$ cat config.mk
export PLATFORM = sky130hd
export DESIGN_NAME = mmio_uart_tx
export DESIGN_NICKNAME = d
export VERILOG_FILES = /design/src/rtl/mmio_uart_tx.sv
export SDC_FILE = /design/constraint.sdc
export NUM_CORES = 1
export LEC_CHECK = 0
export CAP_MARGIN = 20
export CORE_MARGIN = 10
export CORE_UTILIZATION = 48
export DETAILED_ROUTE_END_ITERATION = 8
export PLACE_DENSITY = 0.81
export SLEW_MARGIN = 20
export SYNTH_ARGS = -nofsm -noshare
export SYNTH_HDL_FRONTEND = slang
export SYNTH_SLANG_ARGS = --single-unit
$ cat constraint.sdc
create_clock -name clk -period 5.3 [get_ports clk]
set_input_delay 0.795 -clock clk [delete_from_list [all_inputs] [get_ports clk]]
set_output_delay 0.795 -clock clk [all_outputs]
set_load 0.01 [all_outputs]
$ cat src/rtl/mmio_uart_tx.sv
// Memory-mapped UART transmitter: bus stores feed an 8-entry TX FIFO and are sent 8N1, LSB first.
// Optional even-parity bit (8E1) is enabled by defining UART_TX_PARITY_EN.
module mmio_uart_tx #(
  parameter int DATA_WIDTH  = 32,
  parameter int FIFO_DEPTH  = 8,
  parameter int DEFAULT_DIV = 16
) (
  input  logic                  clk,
  input  logic                  rst,
  input  logic                  sel,
  input  logic [3:0]            addr,
  input  logic [DATA_WIDTH-1:0] data_in,
  input  logic [3:0]            wmask,
  input  logic                  we,
  output logic [DATA_WIDTH-1:0] data_out,
  output logic                  tx
);

  localparam int PW = (FIFO_DEPTH > 1) ? $clog2(FIFO_DEPTH) : 1;
  localparam int CW = $clog2(FIFO_DEPTH + 1);

  typedef enum logic [2:0] {
    S_IDLE   = 3'd0,
    S_START  = 3'd1,
    S_DATA   = 3'd2,
    S_PARITY = 3'd3,
    S_STOP   = 3'd4
  } state_e;

  function automatic logic even_parity(input logic [7:0] b);
    return ^b;
  endfunction

  state_e        state_q, state_d;
  logic [7:0]    shift_q, shift_d;
  logic          par_q, par_d;
  logic [2:0]    bit_q, bit_d;
  logic [15:0]   cnt_q, cnt_d;
  logic [15:0]   divl_q, divl_d;
  logic [15:0]   div_q, div_d;
  logic          tx_q, tx_d;
  logic          ovf_q, ovf_d;
  logic [PW-1:0] wptr_q, wptr_d;
  logic [PW-1:0] rptr_q, rptr_d;
  logic [CW-1:0] count_q, count_d;
  logic [7:0]    mem_q [FIFO_DEPTH];

  logic          wr_s, push_req_s, stat_wr_s, div_wr_s;
  logic          push_ok_s, pop_s;
  logic          fifo_empty_s, fifo_full_s;
  logic [15:0]   div_eff_s;
  logic [31:0]   count_ext_s;
  logic [3:0]    count_sat_s;
  logic [31:0]   status_s, rdata_s;
  logic          unused_bits_s;

  assign wr_s         = sel & we;
  assign push_req_s   = wr_s && (addr[3:2] == 2'd0) && wmask[0];
  assign stat_wr_s    = wr_s && (addr[3:2] == 2'd1) && wmask[0];
  assign div_wr_s     = wr_s && (addr[3:2] == 2'd2);
  assign div_eff_s    = (div_q == 16'd0) ? 16'd1 : div_q;
  assign fifo_empty_s = (count_q == CW'(0));
  assign fifo_full_s  = (count_q == CW'(FIFO_DEPTH));
  assign count_ext_s  = 32'(count_q);
  assign count_sat_s  = (count_ext_s > 32'd15) ? 4'd15 : count_ext_s[3:0];
  assign unused_bits_s = ^{data_in[DATA_WIDTH-1:16], addr[1:0], wmask[3:2]};
  assign tx           = tx_q;

  // Frame sequencer: a pop always restarts at START, from IDLE or straight out of STOP.
  always_comb begin
    state_d = state_q;
    shift_d = shift_q;
    par_d   = par_q;
    bit_d   = bit_q;
    cnt_d   = cnt_q;
    divl_d  = divl_q;
    pop_s   = 1'b0;
    case (state_q)
      S_IDLE: begin
        if (!fifo_empty_s) begin
          pop_s = 1'b1;
        end else begin
          state_d = S_IDLE;
        end
      end
      S_START: begin
        if (cnt_q == 16'd0) begin
          state_d = S_DATA;
          bit_d   = 3'd0;
          cnt_d   = divl_q - 16'd1;
        end else begin
          cnt_d = cnt_q - 16'd1;
        end
      end
      S_DATA: begin
        if (cnt_q == 16'd0) begin
          cnt_d = divl_q - 16'd1;
          if (bit_q == 3'd7) begin
`ifdef UART_TX_PARITY_EN
            state_d = S_PARITY;
`else
            state_d = S_STOP;
`endif
          end else begin
            shift_d = {1'b0, shift_q[7:1]};
            bit_d   = bit_q + 3'd1;
          end
        end else begin
          cnt_d = cnt_q - 16'd1;
        end
      end
`ifdef UART_TX_PARITY_EN
      S_PARITY: begin
        if (cnt_q == 16'd0) begin
          state_d = S_STOP;
          cnt_d   = divl_q - 16'd1;
        end else begin
          cnt_d = cnt_q - 16'd1;
        end
      end
`endif
      S_STOP: begin
        if (cnt_q == 16'd0) begin
          if (!fifo_empty_s) begin
            pop_s = 1'b1;
          end else begin
            state_d = S_IDLE;
          end
        end else begin
          cnt_d = cnt_q - 16'd1;
        end
      end
      default: begin
        state_d = S_IDLE;
      end
    endcase
    // Divisor is captured here so DIV writes mid-frame only affect the next frame.
    if (pop_s) begin
      state_d = S_START;
      shift_d = mem_q[rptr_q];
      par_d   = even_parity(mem_q[rptr_q]);
      divl_d  = div_eff_s;
      cnt_d   = div_eff_s - 16'd1;
    end else begin
      divl_d = divl_d;
    end
  end

  // Line level derived from the next state so tx is a clean register output.
  always_comb begin
    case (state_d)
      S_START:  tx_d = 1'b0;
      S_DATA:   tx_d = shift_d[0];
`ifdef UART_TX_PARITY_EN
      S_PARITY: tx_d = par_d;
`endif
      default:  tx_d = 1'b1;
    endcase
  end

  // FIFO bookkeeping; a push at full is accepted only when a pop frees a slot this cycle.
  always_comb begin
    push_ok_s = push_req_s && (!fifo_full_s || pop_s);
    if (push_ok_s) begin
      wptr_d = wptr_q + PW'(1);
    end else begin
      wptr_d = wptr_q;
    end
    if (pop_s) begin
      rptr_d = rptr_q + PW'(1);
    end else begin
      rptr_d = rptr_q;
    end
    case ({push_ok_s, pop_s})
      2'b10:   count_d = count_q + CW'(1);
      2'b01:   count_d = count_q - CW'(1);
      default: count_d = count_q;
    endcase
  end

  // Sticky overflow and byte-lane DIV updates.
  always_comb begin
    if (push_req_s && !push_ok_s) begin
      ovf_d = 1'b1;
    end else if (stat_wr_s) begin
      ovf_d = 1'b0;
    end else begin
      ovf_d = ovf_q;
    end
    div_d = div_q;
    if (div_wr_s) begin
      if (wmask[0]) begin
        div_d[7:0] = data_in[7:0];
      end else begin
        div_d[7:0] = div_q[7:0];
      end
      if (wmask[1]) begin
        div_d[15:8] = data_in[15:8];
      end else begin
        div_d[15:8] = div_q[15:8];
      end
    end else begin
      div_d = div_q;
    end
  end

  // Load data path: combinational from addr, reflecting the registered state.
  always_comb begin
    status_s      = 32'd0;
    status_s[0]   = fifo_full_s;
    status_s[1]   = fifo_empty_s;
    status_s[2]   = (state_q != S_IDLE);
    status_s[3]   = ovf_q;
    status_s[7:4] = count_sat_s;
`ifdef UART_TX_PARITY_EN
    status_s[8]   = 1'b1;
`endif
    case (addr[3:2])
      2'd1:    rdata_s = status_s;
      2'd2:    rdata_s = {16'd0, div_q};
      default: rdata_s = 32'd0;
    endcase
    data_out = DATA_WIDTH'(rdata_s);
  end

  // State registers with synchronous reset; reset aborts any frame and flushes the FIFO.
  always_ff @(posedge clk) begin
    if (rst) begin
      state_q <= S_IDLE;
      shift_q <= 8'd0;
      par_q   <= 1'b0;
      bit_q   <= 3'd0;
      cnt_q   <= 16'd0;
      divl_q  <= 16'(DEFAULT_DIV);
      div_q   <= 16'(DEFAULT_DIV);
      tx_q    <= 1'b1;
      ovf_q   <= 1'b0;
      wptr_q  <= '0;
      rptr_q  <= '0;
      count_q <= '0;
    end else begin
      state_q <= state_d;
      shift_q <= shift_d;
      par_q   <= par_d;
      bit_q   <= bit_d;
      cnt_q   <= cnt_d;
      divl_q  <= divl_d;
      div_q   <= div_d;
      tx_q    <= tx_d;
      ovf_q   <= ovf_d;
      wptr_q  <= wptr_d;
      rptr_q  <= rptr_d;
      count_q <= count_d;
    end
  end

  // FIFO storage; contents are don't-care while the pointers say empty.
  always_ff @(posedge clk) begin
    if (push_ok_s) begin
      mem_q[wptr_q] <= data_in[7:0];
    end
  end

endmodule

Yosys cells after proc, flatten, opt, wreduce, memory -nomap -nowiden:

Memories as Yosys holds them, arrays and structs flattened. A register that Yosys moved wholly into a read port is not among the register bits.
Cells that the tools add are included.

* $add $sub $neg: 8
* multiply operators: 0
* divide/modulo/power cells: 0
* magnitude comparators: 1
* equality and inequality tests: 16
* shifts and indexed selects: 0
* mux-type cells: 33
* bitwise gates (word level): 1
* reductions and logical operators: 28

Operator list (count)
* 16-bit 2-to-1 mux: 4
* 16-bit one-hot mux with 2 select lines: 2
* 16-bit by 1-bit subtractor with 16-bit output, second input constant: 3
* 3-bit 2-to-1 mux: 11
* 16-bit zero test: 2
* 8-bit 2-to-1 mux: 4
* 3-bit one-hot mux with 4 select lines: 1
* 2-bit nonzero test: 5
* 3-bit by 1-bit adder with 3-bit output, second input constant: 3
* 2-bit != test, second input constant: 4
* 4-bit one-hot mux with 2 select lines: 1
* 1-bit logical AND: 7
* 3-bit by 1-bit equality test with 1-bit output, second input constant: 2
* 3-bit by 2-bit equality test with 1-bit output, second input constant: 2
* 3-bit equality test, second input constant: 2
* 1-bit 2-to-1 mux: 6
* 3-bit one-hot mux with 2 select lines: 1
* 2-bit AND reduction: 3
* 3-bit nonzero test: 2
* 4-bit by 1-bit adder with 4-bit output, second input constant: 1
* 2-bit by 1-bit equality test with 1-bit output, second input constant: 2
* 2-bit equality test, second input constant: 2
* 4-bit equality test, second input constant: 1
* 4-bit > comparator, second input constant: 1
* 13 further kinds: 15

* flip-flop bits (word level): 74
* latch bits: 0
* memory bits (writable): 64
* ROM bits: 0
* input port bits: 44
* memories: 1

Memories
* mem_q: depth 8, width 8, rd ports 1, clocked after memory_dff 1, write ports 1, line 46 `logic [7:0] mem_q [FIFO_DEPTH];`

Depth between registers and ports, before layout:

* word-level depth: 9
* depth in mapped cells: 15
* gate-level depth less buffers: 13

Worst setup path after synthesis:

OpenSTA, ideal clock, no wires.

* path kind: flip-flop to flip-flop
* from: register cnt_q[0]
* to: memory mem_q[0][0] (enable)
* library setup time: 398 ps
* arrival: 2863 ps
* path slack: 2040 ps
* cell stages (with the launch flop): 9
* path buffers: 1
* cells stage by stage: dfxtp_1 inv_1 ha_1 or3b_1 clkbuf_1 nor4b_4 a21oi_2 a21oi_4 nor4b_1

* cells in the longest elaborated chain, start to end: 7

Ends and longest elaborated chain
* start: declaration: line 38 `logic [15:0] cnt_q, cnt_d;`
* start signal: assignment: line 246 `cnt_q <= cnt_d;`
* 16-bit zero test: line 123 `if (cnt_q == 16'd0) begin`
* 1-bit 2-to-1 mux: line 123
* 1-bit one-hot mux with 2 select lines: line 78 `case (state_q)`
* 1-bit logical OR: line 163 `push_ok_s = push_req_s && (!fifo_full_s || pop_s);`
* 1-bit logical AND: line 163
* 1-bit 2-to-1 mux: line 259 `if (push_ok_s) begin`
* 1-bit 2-to-1 mux (implied by the code): line 260 `mem_q[wptr_q] <= data_in[7:0];`
* end: declaration: line 46

Every way passes these cells.

Final worst setup path:

* from: input addr[2]
* to: output data_out[1]

* cells in the longest elaborated chain, start to end: 2

Ends and longest elaborated chain
* start: declaration: line 11 `input logic [3:0] addr,`
* 2-bit equality test / 2-bit by 1-bit equality test with 1-bit output (equally long branches): line 218 `case (addr[3:2])`
* 16-bit one-hot mux with 2 select lines (*): line 218
* end: declaration: line 15 `output logic [DATA_WIDTH-1:0] data_out,`

Every way passes the cells marked *; elsewhere a longest branch is shown, timed or not.

==> metrics.cfg <==
[drt]
wl_met3_um=1245
wl_um=16590
drt-met1-wl_um=6890
routed-via-count=5424
routed-wl-met2_um=8048
drtIter0Drc=702
first_pass_iters=6
highest_layer=met4
route.detailed.drc=0
wl_per_cell_um=18.66
drtAntennaViolNets=0
via_per_inst=6.101

[clock_network]
post_cts_buffers=0
cts_tree=done
clk_path_buf_depth=2
clock-sinks=141
clock_latency_ps=430
cts_buffers=17
holdBufCountCts=0
htreeDepth=4
path_clk_slew_ps=60
root_buffer=clkbuf_16
cts_resized=0

[job]
drv_cap=0

[global_routing]
globalRouteOverflowTotal=0
grt_pass1_wl_um=27120
grt_pass1_vias=5347
antenna_found_initial=0
grt_max_degree=78
track_usage_pct=16.74

[timing]
rsz0062_at_grt=false
worst_slew_pin_slew_ps=1152
period_share_pct=69.83
fin_crit_ps=3701
worst_hold_slack_ps=474.0
slew_violations=0
clock_skew_ps=7.217
setup-violations-final=0
setup-tns-final_ps=0
hold_viol_final=0
timing.fmax_mhz=270.2
slew_headroom_pct=22.51

[pwr]
p_leak_nw=2.712
power.density_mw_per_mm2=482.6
ir_drop_mv=0.3022
total_power_mw=3.843

[yosys]
avgSynthCellArea_um2=10.37
synthFlopType=dfxtp_1
synth_area_leaders=edfxtp_1 28%, dfxtp_1 22%, mux4_2 5.2%
yosysTopAreaCellShare_pct=27.75
netlist_area_mm2=0.006925
yosysTopAreaCell=edfxtp_1
ys_warn_count=0
async_reset_ff_share_pct=0
ys_types=73
synth_seq_cells=141
yosysSeqAreaShare_pct=50.01
synth_cells=668
synth_edf_count=64

[worst_setup_path]
cp.required_ps=4510
start_kind=input port
critPathSlowestCell=ha_1
reg2reg_slack_ps=1930
endpoint_kind=primary output
critical_path.max_fanout=20
arrival_ps=2910
path_cells=clkdlybuf4s50_1 > inv_1 > ha_1 > a22oi_1 > nor2b_1 > clkdlybuf4s50_1
r2r.worst_path.cells=8
cpPeakStageDelay_ps=580
crit_top_cell=clkdlybuf4s50_1
path_class=in2out

[finish]
finalNonFillerCells=889
final_nets=751
layout-drive-gt1-share_pct=11.14
layout_common_cells=93 x nand2_1, 76 x dfxtp_1, 64 x edfxtp_1
fin_util_pct=56.93
area_delta_synth_final_pct=15.00
antennaDiodeCount=0
layout_commonest_cell=nand2_1

[floorplanning]
dieArea_mm2=0.01963
die_x_um=140.1
rows=43
dieHeight_um=140.1
coreArea_mm2=0.01399
initial_core_util_pct=49.51
io_pins=77

[placement]
numPortBuffers=40
gp_congestion=0.9691
dp_cells=857
dp_hpwl_um=11440

[worst_hold_path]
hp-class=reg2reg
worstHoldPathCells=2

[status]
status=finished clean

cells in the mapped netlist, types with 3 or more instances:
library cell / number
nor3b_1: 6
buf_2: 10
and3_1: 3
nand4_1: 5
nand2b_1: 6
nand3_1: 12
buf_4: 17
o31ai_1: 4
nand3b_1: 3
inv_1: 11
mux2i_1: 5
a31oi_1: 5
or4_1: 6
a211o_1: 3
nor2b_1: 15
nor4_1: 11
a22oi_1: 12
ha_1: 11
buf_1: 4
a311oi_1: 8
nor2_1: 41
a211oi_1: 18
o21ai_0: 10
a21boi_0: 3
xor2_1: 12
mux4_2: 16
nor4b_1: 3
nor3_1: 19
o21ai_1: 4
dfxtp_1: 77
a21oi_1: 46
edfxtp_1: 64
and2_1: 9
nand2_1: 93
xnor2_1: 20
or3_1: 3
clkbuf_1: 24
a21o_1: 3
through the flow:
stage | worst slack (ps) | cell area [um2]
6_report | 1599 | 7964
5_1_grt | 1534 | 7964
4_1_cts | 1639 | 7963
3_5_place_dp | 1638 | 7391
3_3_place_gp | 1717 | 7391
2_1_floorplan | 2040 | 6982
worst max-delay path: cells and delay by family:
| family | cells | cell delay, ps |
|---|---|---|
| buf+inv | 3 | 1080 |
| compound gates | 1 | 200 |
| simple gates | 1 | 240 |
| fa+ha+maj | 1 | 580 |
final timing paths:
path	start	endpoint
setup / recovery	addr[2]	data_out[1]
hold / removal	divl_q[15]	divl_q[15]
setup reg to reg	cnt_q[0]	mem_q[7][2]
hold reg to reg	divl_q[15]	divl_q[15]
cell families after synthesis:
group,after synthesis,synth area share (%)
other,1,0.05415
muxes,23,6.287
buffers and inverters,67,4.842
and+or+nand+nor,250,18.54
xor gates and xnor gates,32,4.047
AOI/OAI and AO/OA,143,14.24
adders and majority gates,11,1.987
DFF,141,50.01
final cells by class:
type,instances,area [um2]
multi-input cells,475,3191
flip-flops and latches,141,3465
clock buffers,17,425.4
well taps,180,225.2
inverters,11,41.29
fillers,1119,6025
clock inverters,15,146.4
repair buffers,50,470.5
power by group:
part / internal, mW / switching [mW] / total (mW) / leakage [nW]
registers: 1.25 / 0.157 / 1.41 / 1.20
clock network: 0.625 / 0.513 / 1.14 / 0.287
logic: 0.520 / 0.780 / 1.30 / 1.22
total: 2.39 / 1.45 / 3.84 / 2.71
layer usage:
layer  GRT usage (%)  up-vias
li1                -     2496
met1           20.64     2632
met2           26.92      252
met3           4.699       44
met4           7.011        0
met5               0        -
sequential cells by signal (all words and copies together) (netlist names), 3 cells and up, named ones only:
register and cells:
bit_q 3, cnt_q 16, count_q 4, div_q 16, divl_q 16, mem_q 64, rptr_q 3, shift_q 8
state_q 3, wptr_q 3
(Power assumes the default switching activity.)
